==> src/rtl/fetch_unit.sv <==
// Instruction fetch stage with prefetch queue and IF/ID pipeline register.
// Issues word-aligned requests under a credit limit, drops stale responses after redirects.
module fetch_unit #(
    parameter logic [31:0] RESET_PC = 32'h0000_0000,
    parameter int unsigned DEPTH    = 2,
    parameter logic [31:0] NOP      = 32'h0000_0013
) (
    input  logic        clk,
    input  logic        reset,
    output logic        imem_req_valid,
    output logic [31:0] imem_req_addr,
    input  logic        imem_req_ready,
    input  logic        imem_rsp_valid,
    input  logic [31:0] imem_rsp_data,
    input  logic        stall_f,
    input  logic        stall_d,
    input  logic        flush_d,
    input  logic        pc_src_e,
    input  logic [31:0] pc_target_e,
    output logic [31:0] instr_d,
    output logic [31:0] pc_d,
    output logic [31:0] pc_plus4_d,
    output logic        valid_d
);

    localparam int unsigned AW = $clog2(DEPTH);
    localparam int unsigned CW = AW + 1;

    logic [31:0]   fetch_pc_q, fetch_pc_d;
    logic [31:0]   rsp_pc_q, rsp_pc_d;
    logic [CW-1:0] in_flight_q, in_flight_d;
    logic [CW-1:0] discard_q, discard_d;
    logic [CW-1:0] count_q, count_d;
    logic [AW-1:0] rd_ptr_q, rd_ptr_d;
    logic [AW-1:0] wr_ptr_q, wr_ptr_d;
    logic [31:0]   q_pc_q    [DEPTH];
    logic [31:0]   q_instr_q [DEPTH];
    logic [31:0]   ifid_instr_q, ifid_instr_d;
    logic [31:0]   ifid_pc_q, ifid_pc_d;
    logic          ifid_valid_q, ifid_valid_d;

    logic [31:0] target_pc;
    logic [CW:0] credit_used;
    logic        accept, drop, push, pop, q_empty;
    logic        unused_target_bits;

    assign target_pc          = {pc_target_e[31:2], 2'b00};
    assign unused_target_bits = ^pc_target_e[1:0];
    assign credit_used        = {1'b0, in_flight_q} + {1'b0, count_q};
    assign q_empty            = (count_q == '0);

    always_comb begin
        imem_req_valid = !reset && !stall_f && !pc_src_e && (credit_used < (CW+1)'(DEPTH));
        imem_req_addr  = fetch_pc_q;
        accept         = imem_req_valid && imem_req_ready;
        drop           = imem_rsp_valid && (discard_q != '0);
        push           = imem_rsp_valid && !drop && !pc_src_e;
        pop            = !pc_src_e && !flush_d && !stall_d && !q_empty;
    end

    always_comb begin
        fetch_pc_d  = fetch_pc_q;
        rsp_pc_d    = rsp_pc_q;
        in_flight_d = in_flight_q + CW'(accept) - CW'(imem_rsp_valid);
        discard_d   = discard_q;
        count_d     = count_q;
        rd_ptr_d    = rd_ptr_q;
        wr_ptr_d    = wr_ptr_q;

        if (pc_src_e) begin
            fetch_pc_d = target_pc;
            rsp_pc_d   = target_pc;
            // in_flight already includes still-pending stale words, so everything
            // outstanding after this cycle's response becomes stale.
            discard_d  = in_flight_q - CW'(imem_rsp_valid);
            count_d    = '0;
            rd_ptr_d   = '0;
            wr_ptr_d   = '0;
        end else begin
            if (accept) fetch_pc_d = fetch_pc_q + 32'd4;
            if (drop)   discard_d  = discard_q - CW'(1);
            if (push) begin
                rsp_pc_d = rsp_pc_q + 32'd4;
                wr_ptr_d = wr_ptr_q + AW'(1);
            end
            if (pop) rd_ptr_d = rd_ptr_q + AW'(1);
            count_d = count_q + CW'(push) - CW'(pop);
        end
    end

    always_comb begin
        ifid_instr_d = ifid_instr_q;
        ifid_pc_d    = ifid_pc_q;
        ifid_valid_d = ifid_valid_q;
        if (flush_d) begin
            ifid_instr_d = NOP;
            ifid_valid_d = 1'b0;
        end else if (!stall_d) begin
            if (pop) begin
                ifid_instr_d = q_instr_q[rd_ptr_q];
                ifid_pc_d    = q_pc_q[rd_ptr_q];
                ifid_valid_d = 1'b1;
            end else begin
                ifid_instr_d = NOP;
                ifid_valid_d = 1'b0;
            end
        end
    end

    always_ff @(posedge clk) begin
        if (reset) begin
            fetch_pc_q   <= RESET_PC;
            rsp_pc_q     <= RESET_PC;
            in_flight_q  <= '0;
            discard_q    <= '0;
            count_q      <= '0;
            rd_ptr_q     <= '0;
            wr_ptr_q     <= '0;
            ifid_instr_q <= NOP;
            ifid_pc_q    <= '0;
            ifid_valid_q <= 1'b0;
        end else begin
            fetch_pc_q   <= fetch_pc_d;
            rsp_pc_q     <= rsp_pc_d;
            in_flight_q  <= in_flight_d;
            discard_q    <= discard_d;
            count_q      <= count_d;
            rd_ptr_q     <= rd_ptr_d;
            wr_ptr_q     <= wr_ptr_d;
            ifid_instr_q <= ifid_instr_d;
            ifid_pc_q    <= ifid_pc_d;
            ifid_valid_q <= ifid_valid_d;
        end
    end

    always_ff @(posedge clk) begin
        if (!reset && push) begin
            q_pc_q[wr_ptr_q]    <= rsp_pc_q;
            q_instr_q[wr_ptr_q] <= imem_rsp_data;
        end
    end

    assign instr_d    = ifid_instr_q;
    assign pc_d       = ifid_pc_q;
    assign pc_plus4_d = ifid_pc_q + 32'd4;
    assign valid_d    = ifid_valid_q;

    queue_no_overflow: assert property (@(posedge clk) disable iff (reset)
        !(push && count_q == CW'(DEPTH)));

endmodule

==> config.mk <==
export PLATFORM = sky130hd
export DESIGN_NAME = fetch_unit
export DESIGN_NICKNAME = d
export VERILOG_FILES = /design/src/rtl/fetch_unit.sv
export SDC_FILE = /design/constraint.sdc
export NUM_CORES = 1
export LEC_CHECK = 0
export BUFFER_PORTS_ARGS = -buffer_cell sky130_fd_sc_hd__buf_4
export CAP_MARGIN = 20
export CORE_MARGIN = 5
export CORE_UTILIZATION = 50
export CTS_CLUSTER_DIAMETER = 30
export DETAILED_ROUTE_END_ITERATION = 10
export HOLD_SLACK_MARGIN = 0.03
export PLACE_DENSITY = 0.74
export REMOVE_ABC_BUFFERS = 1
export SYNTH_ARGS = -nofsm -noshare
export SYNTH_HDL_FRONTEND = slang
export SYNTH_SLANG_ARGS = --single-unit
==> constraint.sdc <==
create_clock -name clk -period 6.5 [get_ports clk]
set_input_delay 1.3 -clock clk [delete_from_list [all_inputs] [get_ports clk]]
set_output_delay 1.3 -clock clk [all_outputs]
set_load 0.05 [all_outputs]
==> results.py <==
metrics = {
    "die": {
        "die_area_sq_um": 25100,
        "start_util": 0.506,
        "dieHeight_um": 158,
        "rows": 54,
        "ioPinCount": 202,
        "coreArea_sq_um": 21800,
        "fp.dieW_um": 158,
    },
    "clock_network": {
        "insertion_delay_ns": 0.53,
        "clk_pin_slew_ns": 0.05,
        "cts_resized": 0,
        "ctsHoldBuffers": 0,
        "cts_buffers": 46,
        "post_cts_buffers": 0,
        "cts.htree.levels": 2,
        "cts.path.max_buffers": 3,
        "cts_tree": "done",
        "cts.sinks": 256,
        "clockRootBuffer": "clkbuf_16",
    },
    "routing": {
        "num_vias": 8354,
        "dr_wl_met3_mm": 2.43,
        "dr.max_layer_used": "met4",
        "wl_met2_mm": 12.0,
        "drc": 0,
        "ant_nets": 0,
        "drt-met1-wl_mm": 11.7,
        "drtPass1Iterations": 5,
        "drt-total-wl_mm": 27.0,
        "vias_per_cell": 5.56,
        "wl_per_cell_um": 18.0,
        "drt_iter0_drc": 532,
    },
    "timing": {
        "whs_ns": 0.471,
        "slew_headroom": 0.358,
        "slew_viol_final": 0,
        "setup_viol": 0,
        "final.setup_skew_ns": 0.0192,
        "fin_crit_ns": 3.98,
        "rsz0062_at_grt": "false",
        "fin_setup_tns_ns": 0,
        "fin_crit_sh": 0.612,
        "fmax_mhz": 252,
        "worst_pin_slew_ns": 0.962,
        "report.final.hold_viol_count": 0,
    },
    "finish": {
        "mostFrequentLayoutCells": "201 x buf_4, 132 x dfxtp_1, 124 x edfxtp_1, 116 x nor2_1, 66 x nand2_1",
        "antenna_cells": 0,
        "seq_area_sq_um": 6370,
        "fill_cells": 1665,
        "areaGrowthSynthToFinish_pct": 29.1,
        "final_common_cell": "buf_4",
        "drive_gt1_frac": 0.270,
        "multiInputGateArea_sq_um": 4290,
        "fin_util": 0.653,
        "fin_nets": 1266,
    },
    "yosys": {
        "synth_area_sq_um": 11000,
        "avgSynthCellArea_sq_um": 11.1,
        "synth_async_sr_flop_share": 0,
        "dominantRegCellSynth": "dfxtp_1",
        "synth_edf_count": 124,
        "seq_area_frac_synth": 0.579,
        "ys_types": 58,
        "synthCells": 994,
        "ys_ff_latch": 256,
        "ys_warn_count": 0,
    },
    "critical_path": {
        "r2r_cells": 10,
        "cp_cell_sequence": "and4_1, nand3_1, nor4_2, nand3_1, xnor2_1, buf_4",
        "worstPathBufferInverterCount": 1,
        "cp-end-kind": "output port",
        "worstPathMaxFanout": 7,
        "cpPeakStageDelay_ns": 0.69,
        "cp.depth": 6,
        "slowest_stage": "nor4_2",
        "cp-start-kind": "flip-flop",
        "critPathKind": "flip-flop to output port",
        "path_delay_family": "simple AND/OR/NAND/NOR gates",
        "required_ns": 5.20,
        "cp_common_cell": "nand3_1",
        "worstPathArrival_ns": 2.68,
    },
    "hold_path": {
        "hp-class": "flip-flop to flip-flop",
        "hold_depth": 0,
    },
    "place": {
        "portBuffers": 193,
        "globalplace.congestion": 0.883,
        "dp_hpwl_mm": 17.7,
    },
    "power": {
        "power.density_nw_per_um2": 315,
        "p_leak_nw": 5.29,
        "ir_drop_v": 0.000236,
    },
    "global_route": {
        "first_global_vias": 8047,
        "grt_pass1_wl_mm": 42.5,
        "grtUsageTotal": 0.210,
        "grt_max_degree": 94,
        "gr-total-overflow": 0,
        "antenna_found_initial": 0,
    },
    "run_status": {
        "outcome": "completed",
    },
    "flow_run": {
        "max_cap_violations": 0,
    },
}
[layout make-up]
type / count / share of cell area
clock inverters: 30 / 0.0240
clock buffers: 56 / 0.0888
repair buffers: 201 / 0.106
well taps: 280 / 0.0247
flip-flops and latches: 256 / 0.448
inverters: 24 / 0.00634
multi-input cells: 655 / 0.302
[worst register-to-register path, cell delays in order (launching register included)]
cell and delay, ns:
dfxtp_1 0.33, and2_1 0.15, fa_1 0.51, nor2_1 0.07, and3_1 0.16, buf_4 0.20
inv_2 0.44, ha_1 0.35, inv_1 0.06, ha_1 0.21, nor2b_1 0.12
[path summary, 6_finish.rpt]
path                                  start                   endpoint  slack [ns]
setup / recovery      pc_d[10]$_SDFFE_PP0P_             pc_plus4_d[31]        2.52
hold / removal    rsp_pc_q[31]$_SDFFE_PP0P_    q_pc_q[0][31]$_DFFE_PP_        0.47
setup reg to reg      count_q[0]$_SDFF_PP0_  in_flight_q[0]$_SDFF_PP0_        3.77
hold reg to reg   rsp_pc_q[31]$_SDFFE_PP0P_    q_pc_q[0][31]$_DFFE_PP_        0.47
[flip-flops by register name, summed over array words and instances, names as in the netlist, named ones only]
| signal | flops |
|---|---|
| wr_ptr_q | 1 |
| discard_q | 2 |
| rd_ptr_q | 1 |
| in_flight_q | 2 |
| q_instr_q | 64 |
| rsp_pc_q | 30 |
| imem_req_addr | 30 |
| valid_d | 1 |
| pc_d | 30 |
| instr_d | 32 |
| count_q | 2 |
| q_pc_q | 60 |
[through the flow]
stage	cells	power (mW)	setup slack [ns]	instance area [sq um]
6_report	1502	4.48	2.52	14200
2_1_floorplan	935	1.97	-1.13	10700
3_5_place_dp	1416	2.09	2.81	12600
3_3_place_gp	1416	2.08	2.83	12600
5_1_grt	1502	4.63	2.28	14200
4_1_cts	1502	4.52	2.43	14200
[power by group]
group | leakage [nW] | internal, mW | total, mW | switching (mW)
Combinational | 2.31 | 0.0992 | 0.269 | 0.170
Clock | 0.768 | 1.59 | 2.42 | 0.823
Sequential | 2.21 | 1.74 | 1.79 | 0.0495
[routing by layer]
layer	track usage	up-vias
met2	0.322	366
li1	-	4038
met4	0.0760	0
met5	0	-
met3	0.0503	64
met1	0.293	3886
[cell usage after synthesis (all sizes together) (2+ instances only)]
| cell | instances | area (sq um) |
|---|---|---|
| inv | 24 | 90.1 |
| a31o | 2 | 17.5 |
| o21a | 2 | 15.0 |
| or3 | 5 | 31.3 |
| and4 | 8 | 70.1 |
| a31oi | 19 | 119 |
| a21oi | 28 | 140 |
| nor4 | 13 | 109 |
| nand4b | 2 | 17.5 |
| xor2 | 31 | 272 |
| nand3 | 40 | 200 |
| nand2b | 2 | 12.5 |
| o311ai | 2 | 17.5 |
| a22oi | 29 | 218 |
| buf | 19 | 116 |
| and2 | 8 | 50.1 |
| o31a | 2 | 17.5 |
| nor2 | 116 | 435 |
| a211oi | 41 | 308 |
| or2 | 4 | 25.0 |
| a21o | 6 | 45.0 |
| dfxtp | 132 | 2640 |
| o21ai | 14 | 70.1 |
| nor3 | 16 | 90.1 |
| mux2i | 33 | 330 |
| a21boi | 11 | 82.6 |
| nand3b | 2 | 15.0 |
| ha | 9 | 113 |
| xnor2 | 42 | 368 |
| nand4 | 28 | 194 |
| o22ai | 7 | 43.8 |
| edfxtp | 124 | 3720 |
| mux2 | 30 | 338 |
| o21bai | 3 | 22.5 |
| and3 | 14 | 87.6 |
| clkbuf | 45 | 170 |
| or4 | 2 | 15.0 |
| nand2 | 66 | 248 |
| o211ai | 4 | 30.0 |
[cells by family after synthesis]
| kind of cell | after synthesis | share of synthesized area |
|---|---|---|
| AO/OA/AOI/OAI | 174 | 0.108 |
| XOR/XNOR | 73 | 0.0581 |
| adder cells (fa/ha/maj) | 10 | 0.0121 |
| buffers and inverters | 88 | 0.0342 |
| flip-flops | 256 | 0.579 |
| multiplexers | 63 | 0.0607 |
| other | 1 | 0.000341 |
| AND/OR/NAND/NOR | 329 | 0.148 |
Power figures use the tool's default switching activity.
